<file path="src/rtl/pew_pkg.sv">
// Shared types and elaboration helpers for the pew burst generator bank.
// Lane state encoding and the parameter range check used at elaboration.
package pew_pkg;

   localparam int STATE_W = 3;

   typedef enum logic [STATE_W-1:0] {
      ST_IDLE = 3'd0,
      ST_TRIG = 3'd1,
      ST_HIGH = 3'd2,
      ST_LOW  = 3'd3,
      ST_COOL = 3'd4
   } state_t;

   // True when a cycle count is at least 1 and fits the lane counter.
   function automatic bit cyc_ok(input int unsigned v, input int unsigned w);
      return (v >= 1) && (64'(v) < (64'd1 << w));
   endfunction

endpackage

</file>
<file path="src/rtl/pew_bank_if.sv">
// Bundle of the per-lane fire inputs and the trigger/pew/status outputs of pew_bank.
// The master side drives fire and clr; the slave side is the bank itself.
interface pew_bank_if #(
   parameter int CHANNELS = 4
);
   logic [CHANNELS-1:0]   fire;
   logic                  clr;
   logic [CHANNELS-1:0]   trigger;
   logic [CHANNELS-1:0]   pew;
   logic [CHANNELS-1:0]   busy;
   logic [CHANNELS-1:0]   overrun;
   logic [4*CHANNELS-1:0] status;

   modport master (
      output fire, clr,
      input  trigger, pew, busy, overrun, status
   );

   modport slave (
      input  fire, clr,
      output trigger, pew, busy, overrun, status
   );
endinterface

</file>
<file path="src/rtl/pew_lane.sv">
// One pew lane: fire synchroniser, burst FSM with down-counter and pulse index,
// plus the sticky overrun flag and the completed-burst counter.
//
//   state | meaning
//   ------+----------------------------------------------------------
//   IDLE  | armed, waiting for a fire edge (AUTO: fire level high)
//   TRIG  | scope trigger high for TRIG_CYC cycles
//   HIGH  | pew high for HIGH_CYC cycles
//   LOW   | pew low for LOW_CYC cycles between pulses
//   COOL  | dead time of COOLDOWN_CYC cycles before re-arm
module pew_lane
   import pew_pkg::*;
#(
   parameter int CNT_W        = 16,
   parameter int TRIG_CYC     = 10,
   parameter int HIGH_CYC     = 50,
   parameter int LOW_CYC      = 50,
   parameter int PULSES       = 3,
   parameter int COOLDOWN_CYC = 1000,
   parameter int AUTO         = 0
) (
   input  logic       clk,
   input  logic       rst,
   input  logic       fire,
   input  logic       clr,
   output logic       trigger,
   output logic       pew,
   output logic       busy,
   output logic       overrun,
   output logic [3:0] status
);

   localparam logic [CNT_W-1:0] TRIG_LD = CNT_W'(TRIG_CYC - 1);
   localparam logic [CNT_W-1:0] HIGH_LD = CNT_W'(HIGH_CYC - 1);
   localparam logic [CNT_W-1:0] LOW_LD  = CNT_W'(LOW_CYC - 1);
   localparam logic [CNT_W-1:0] COOL_LD = CNT_W'(COOLDOWN_CYC - 1);
   localparam logic [7:0]       LAST_IDX = 8'(PULSES - 1);

   logic             sync1, sync2, hist;
   logic             fire_edge, start;
   state_t           state, state_nx;
   logic [CNT_W-1:0] cnt;
   logic [7:0]       idx;
   logic             trig_d, pew_d, busy_d;
   logic             cnt_zero;

   always_ff @(posedge clk or posedge rst) begin
      if (rst) begin
         sync1 <= 1'b0;
         sync2 <= 1'b0;
         hist  <= 1'b0;
      end else begin
         sync1 <= fire;
         sync2 <= sync1;
         hist  <= sync2;
      end
   end

   assign fire_edge = sync2 & ~hist;
   assign start     = (AUTO != 0) ? sync2 : fire_edge;
   assign cnt_zero  = (cnt == '0);

   always_ff @(posedge clk or posedge rst) begin
      if (rst) state <= ST_IDLE;
      else     state <= state_nx;
   end

   always_comb begin
      state_nx = state;
      case (state)
         ST_IDLE: if (start) state_nx = ST_TRIG;
         ST_TRIG: if (cnt_zero) state_nx = ST_HIGH;
         ST_HIGH: if (cnt_zero) state_nx = (idx == LAST_IDX) ? ST_COOL : ST_LOW;
         ST_LOW:  if (cnt_zero) state_nx = ST_HIGH;
         ST_COOL: if (cnt_zero) state_nx = ST_IDLE;
         default: state_nx = ST_IDLE;
      endcase
   end

   // Counter reloads with N-1 on every state change, so each state lasts N cycles.
   always_ff @(posedge clk or posedge rst) begin
      if (rst) begin
         cnt <= '0;
         idx <= '0;
      end else begin
         if (state_nx != state) begin
            case (state_nx)
               ST_TRIG: cnt <= TRIG_LD;
               ST_HIGH: cnt <= HIGH_LD;
               ST_LOW:  cnt <= LOW_LD;
               ST_COOL: cnt <= COOL_LD;
               default: cnt <= '0;
            endcase
         end else if (!cnt_zero) begin
            cnt <= cnt - 1'b1;
         end
         if (state == ST_IDLE && state_nx == ST_TRIG)
            idx <= '0;
         else if (state == ST_LOW && state_nx == ST_HIGH)
            idx <= idx + 8'd1;
      end
   end

   always_comb begin
      trig_d = (state == ST_TRIG);
      pew_d  = (state == ST_HIGH);
      busy_d = (state != ST_IDLE);
   end

   always_ff @(posedge clk or posedge rst) begin
      if (rst) begin
         trigger <= 1'b0;
         pew     <= 1'b0;
         busy    <= 1'b0;
      end else begin
         trigger <= trig_d;
         pew     <= pew_d;
         busy    <= busy_d;
      end
   end

   // clr takes priority over a same-cycle overrun or burst completion.
   always_ff @(posedge clk or posedge rst) begin
      if (rst) begin
         overrun <= 1'b0;
         status  <= 4'd0;
      end else if (clr) begin
         overrun <= 1'b0;
         status  <= 4'd0;
      end else begin
         if (fire_edge && state != ST_IDLE)
            overrun <= 1'b1;
         if (state == ST_HIGH && state_nx == ST_COOL)
            status <= status + 4'd1;
      end
   end

endmodule

</file>
<file path="src/rtl/pew_bank.sv">
// Bank of independent pew lanes between the PMOD fire inputs and the chip top.
// Checks the timing parameters at elaboration and packs per-lane outputs onto the bus.
module pew_bank
   import pew_pkg::*;
#(
   parameter int CHANNELS     = 4,
   parameter int CNT_W        = 16,
   parameter int TRIG_CYC     = 10,
   parameter int HIGH_CYC     = 50,
   parameter int LOW_CYC      = 50,
   parameter int PULSES       = 3,
   parameter int COOLDOWN_CYC = 1000,
   parameter int AUTO         = 0
) (
   input  logic     clk,
   input  logic     rst,
   pew_bank_if.slave bus
);

   if (!cyc_ok(TRIG_CYC, CNT_W) || !cyc_ok(HIGH_CYC, CNT_W) ||
       !cyc_ok(LOW_CYC, CNT_W) || !cyc_ok(COOLDOWN_CYC, CNT_W)) begin : g_bad_cyc
      $error("pew_bank: a *_CYC parameter is 0 or does not fit CNT_W bits");
   end
   if (PULSES < 1 || PULSES > 255) begin : g_bad_pulses
      $error("pew_bank: PULSES must be in 1..255");
   end
   if (CHANNELS < 1 || CHANNELS > 16) begin : g_bad_channels
      $error("pew_bank: CHANNELS must be in 1..16");
   end

   logic [CHANNELS-1:0]   trig_v, pew_v, busy_v, ovr_v;
   logic [4*CHANNELS-1:0] stat_v;

   for (genvar i = 0; i < CHANNELS; i++) begin : g_lane
      pew_lane #(
         .CNT_W        (CNT_W),
         .TRIG_CYC     (TRIG_CYC),
         .HIGH_CYC     (HIGH_CYC),
         .LOW_CYC      (LOW_CYC),
         .PULSES       (PULSES),
         .COOLDOWN_CYC (COOLDOWN_CYC),
         .AUTO         (AUTO)
      ) u_lane (
         .clk     (clk),
         .rst     (rst),
         .fire    (bus.fire[i]),
         .clr     (bus.clr),
         .trigger (trig_v[i]),
         .pew     (pew_v[i]),
         .busy    (busy_v[i]),
         .overrun (ovr_v[i]),
         .status  (stat_v[4*i +: 4])
      );
   end

   assign bus.trigger = trig_v;
   assign bus.pew     = pew_v;
   assign bus.busy    = busy_v;
   assign bus.overrun = ovr_v;
   assign bus.status  = stat_v;

endmodule
</file>
<file path="src/flat_wrapper.sv">
// flat-port wrapper written by rule: the top's interface ports become plain ports
module pew_bank_flat import pew_pkg::*;
#(
   parameter int CHANNELS     = 4,
   parameter int CNT_W        = 16,
   parameter int TRIG_CYC     = 10,
   parameter int HIGH_CYC     = 50,
   parameter int LOW_CYC      = 50,
   parameter int PULSES       = 3,
   parameter int COOLDOWN_CYC = 1000,
   parameter int AUTO         = 0
)
  (clk, rst, bus_fire, bus_clr, bus_trigger, bus_pew, bus_busy, bus_overrun, bus_status);
  pew_bank_if #(.CHANNELS(CHANNELS)) bus_i ();
  input  logic clk;
  input  logic rst;
  input wire logic [$bits(bus_i.fire)-1:0] bus_fire;
  input wire logic [$bits(bus_i.clr)-1:0] bus_clr;
  output wire logic [$bits(bus_i.trigger)-1:0] bus_trigger;
  output wire logic [$bits(bus_i.pew)-1:0] bus_pew;
  output wire logic [$bits(bus_i.busy)-1:0] bus_busy;
  output wire logic [$bits(bus_i.overrun)-1:0] bus_overrun;
  output wire logic [$bits(bus_i.status)-1:0] bus_status;
  assign bus_i.fire = bus_fire;
  assign bus_i.clr = bus_clr;
  assign bus_trigger = bus_i.trigger;
  assign bus_pew = bus_i.pew;
  assign bus_busy = bus_i.busy;
  assign bus_overrun = bus_i.overrun;
  assign bus_status = bus_i.status;
  pew_bank #(.CHANNELS(CHANNELS), .CNT_W(CNT_W), .TRIG_CYC(TRIG_CYC), .HIGH_CYC(HIGH_CYC), .LOW_CYC(LOW_CYC), .PULSES(PULSES), .COOLDOWN_CYC(COOLDOWN_CYC), .AUTO(AUTO)) u_core (.clk(clk), .rst(rst), .bus(bus_i));
endmodule
</file>
<file path="config.mk">
export PLATFORM = sky130hd
export DESIGN_NAME = pew_bank_flat
export DESIGN_NICKNAME = d
export VERILOG_FILES = /design/src/rtl/pew_pkg.sv /design/src/rtl/pew_bank_if.sv /design/src/rtl/pew_lane.sv /design/src/rtl/pew_bank.sv /design/src/flat_wrapper.sv
export SDC_FILE = /design/constraint.sdc
export NUM_CORES = 1
export LEC_CHECK = 0
export ABC_CLOCK_PERIOD_IN_PS = 5560
export CORE_ASPECT_RATIO = 1.75
export CORE_MARGIN = 2
export CORE_UTILIZATION = 55
export DETAILED_ROUTE_END_ITERATION = 16
export PLACE_DENSITY = 0.75
export SLEW_MARGIN = 25
export SYNTH_ARGS = -nofsm -noshare
export SYNTH_HDL_FRONTEND = slang
export SYNTH_SLANG_ARGS = --single-unit
</file>
<file path="constraint.sdc">
create_clock -name clk -period 5.56 [get_ports clk]
set_clock_uncertainty 0.2 [all_clocks]
set_input_delay 1.668 -clock clk [delete_from_list [all_inputs] [get_ports clk]]
set_output_delay 1.668 -clock clk [all_outputs]
set_load 0.05 [all_outputs]
</file>
==> flow_summary.yaml <==
power_and_ir_drop:
  power.density_nw_per_um2: 482
  seqPwrFrac_pct: 40.0
  power_leakage_nw: 3.78
  power_switching_share_pct: 39.3
  intPower_mw: 2.64
  vdd_drop_max_mv: 0.279
  totalPowerFinal_mw: 4.34
  clkPwrFrac_pct: 26.1
  p_switching_mw: 1.71
  pwr-share-comb_pct: 33.9
timing:
  min_period_ps: 3560
  maxSlewViolCount: 0
  fin_crit_sh_pct: 64.0
  worst_pin_slew_ps: 874
  hold_viol_final: 0
  fin_setup_tns_ps: 0
  setup_viol: 0
  holdWs_ps: 147
  rsz0062_at_grt: "false"
  postLayoutSetupSlackWorst_ps: 2000
  slew_headroom_pct: 41.2
  timing.fmax_mhz: 281
route:
  totalWireLength_um: 17500
  num_vias: 6412
  dr.pass1.iters: 4
  drc: 0
  drtIter0Drc: 339
  drtAntennaViolNets: 0
  wl_per_cell_um: 16.7
  viasPerCell: 6.10
worst_setup_path:
  slowest_stage: "clkdlybuf4s50_1"
  cp.required_ps: 3690
  worstPathCellList: "clkdlybuf4s50_1"
  crit_path_max_fanout: 4
  crit_type: "flip-flop to primary output"
  start_kind: "flip-flop"
  critical-path-top-delay-family: "buffers and inverters"
  critical-path-max-stage-delay_ps: 860
  cp-end-kind: "primary output"
  crit_arrival_ps: 1690
  path_buf_inv: 1
logic_synthesis:
  synth_edf_count: 0
  syn_inst: 842
  synth_nets: 865
  async_flop_share_pct: 100
  seq_area_frac_synth_pct: 47.7
  yosys.area.top_type: "dfrtp_1"
  ys_ff_latch: 152
  yosys_warnings: 0
  syn_area_um2: 7980
  synth_commonest_cells: "152 x dfrtp_1, 116 x nor2_1, 51 x nand2_1"
  synth-main-ff-cell: "dfrtp_1"
  synth.top_cell.area_share_pct: 47.7
  ys_top_cells_by_area: "dfrtp_1 48%, nor2_1 5.5%, xor2_1 3.8%, xnor2_1 3.7%, ha_1 2.5%"
  yosysMostFrequentCell: "dfrtp_1"
  avgSynthCellArea_um2: 9.48
  synth_cell_type_count: 59
flow_run:
  max-cap-violations: 0
cts:
  tritoncts: "yes"
  root_buffer: "clkbuf_16"
  cts.path.max_buffers: 2
  cts.clk_slew.worst_paths_ps: 60
  cts_setup_buffers: 0
  clock_latency_ps: 420
  cts_made_buffers: 17
  htree_levels: 4
  cts_hold_buf: 0
  cts_num_sinks: 152
  ctsResizeCount: 0
finish:
  diodes: 0
  finalNonFillerCells: 1051
  nets: 881
  drive_above_1_share_pct: 8.27
  syn_to_final_growth_pct: 12.8
  fin_util_pct: 63.0
  final_cell_area_um2: 9000
outcome:
  status: "finished clean"
place:
  dp.cells: 1018
  post-dp-hpwl_um: 12500
  gp_congestion: 0.921
  post_dp_cell_area_um2: 8390
  pre_cts_slack_ps: 2050
  port_buffers: 38
global_route:
  met1_usage_pct: 29.7
  grt-ovfl-total: 0
  met2_usage_pct: 43.2
  grt_pass1_wl_um: 30600
  grt_antenna_before_repair: 0
  grt_max_degree: 82
  top_usage_layer: "met2"
  grt_pass1_vias: 6542
  grt.total_usage_pct: 24.7
  gr-usage-met3_pct: 4.24
die:
  rows: 58
  pin_count: 39
  core_area_um2: 14300
  die_area_um2: 15500
  die_w_um: 95.1
  die_y_um: 163
  initial_core_util_pct: 55.8
min_path:
  holdCritPathClass: "flip-flop to flip-flop"
## final timing paths
| check | cells past startpoint | end | startpoint | slack, ps |
|---|---|---|---|---|
| max in group asynchronous | 4 | u_core.g_lane[2].u_lane.cnt[13] | rst | 2870 |
| hold / removal | 0 | u_core.g_lane[0].u_lane.sync2 | u_core.g_lane[0].u_lane.sync1 | 150 |
| min in group asynchronous | 2 | u_core.g_lane[3].u_lane.idx[2] | rst | 1360 |
| hold reg to reg | 0 | u_core.g_lane[0].u_lane.sync2 | u_core.g_lane[0].u_lane.sync1 | 150 |
| setup / recovery | 1 | bus_status[12] | u_core.g_lane[3].u_lane.status[0] | 2000 |
| setup reg to reg | 7 | u_core.g_lane[1].u_lane.status[3] | u_core.g_lane[1].u_lane.cnt[0] | 2200 |
## power by group through the flow
stage / logic, mW / clock network (mW) / registers, mW
5_1_grt: 1.64 / 1.20 / 1.79
6_report: 1.47 / 1.13 / 1.74
4_1_cts: 1.47 / 1.16 / 1.73
3_5_place_dp: 1.45 / 0 / 1.74
3_3_place_gp: 1.40 / 0 / 1.72
2_1_floorplan: 1.22 / 0 / 1.63
## state kept, by name (all words and copies together), names as in the netlist
register / count
u_core.g_lane.u_lane.hist: 4
u_core.g_lane.u_lane.idx: 32
u_core.g_lane.u_lane.trigger: 4
u_core.g_lane.u_lane.busy: 4
u_core.g_lane.u_lane.sync1: 4
u_core.g_lane.u_lane.state: 12
u_core.g_lane.u_lane.cnt: 64
u_core.g_lane.u_lane.sync2: 4
u_core.g_lane.u_lane.overrun: 4
u_core.g_lane.u_lane.status: 16
u_core.g_lane.u_lane.pew: 4
## logic make-up (layout without fill, tap and decap cells)
| group | Yosys count | in the layout | synth area share [%] |
|---|---|---|---|
| AOI/OAI and AO/OA | 126 | 126 | 9.63 |
| xor gates and xnor gates | 69 | 69 | 7.57 |
| adders and majority gates | 16 | 16 | 2.51 |
| buffers and inverters | 68 | 97 | 4.08 |
| DFF | 152 | 152 | 47.7 |
| muxes | 12 | 12 | 1.55 |
| and+or+nand+nor | 399 | 399 | 27.0 |
## layout make-up
type | count | area, um^2
fillers | 1168 | 5290
multi-input cells | 622 | 3860
flip-flops and latches | 152 | 3800
clock buffers | 20 | 457
repair buffers | 42 | 435
well taps | 180 | 225
clock inverters | 12 | 126
inverters | 23 | 90.1
## layer usage
| layer | share of wire [%] | vias to the layer above |
|---|---|---|
| met5 | 0 | - |
| met4 | 2.7 | 0 |
| met3 | 4.5 | 48 |
| met2 | 53 | 205 |
| met1 | 39 | 3137 |
| li1 | - | 3022 |
## cells in the final DEF (no fill, tap or decap), types with 9 or more instances in the layout
cell type,count
nand4_1,27
nor3b_1,9
dfrtp_1,152
o31ai_1,9
nor2b_1,12
clkdlybuf4s50_1,38
or4_1,13
clkbuf_16,17
ha_1,16
nand2b_1,11
xor2_1,35
or3_1,19
o21ai_0,37
or2_2,12
mux2i_1,9
nor3_1,23
nor2_1,116
xnor2_1,34
nand2_1,51
nor4_1,26
inv_1,22
a211oi_1,9
nand3_1,29
a21oi_1,36
(Power assumes the default switching activity.)
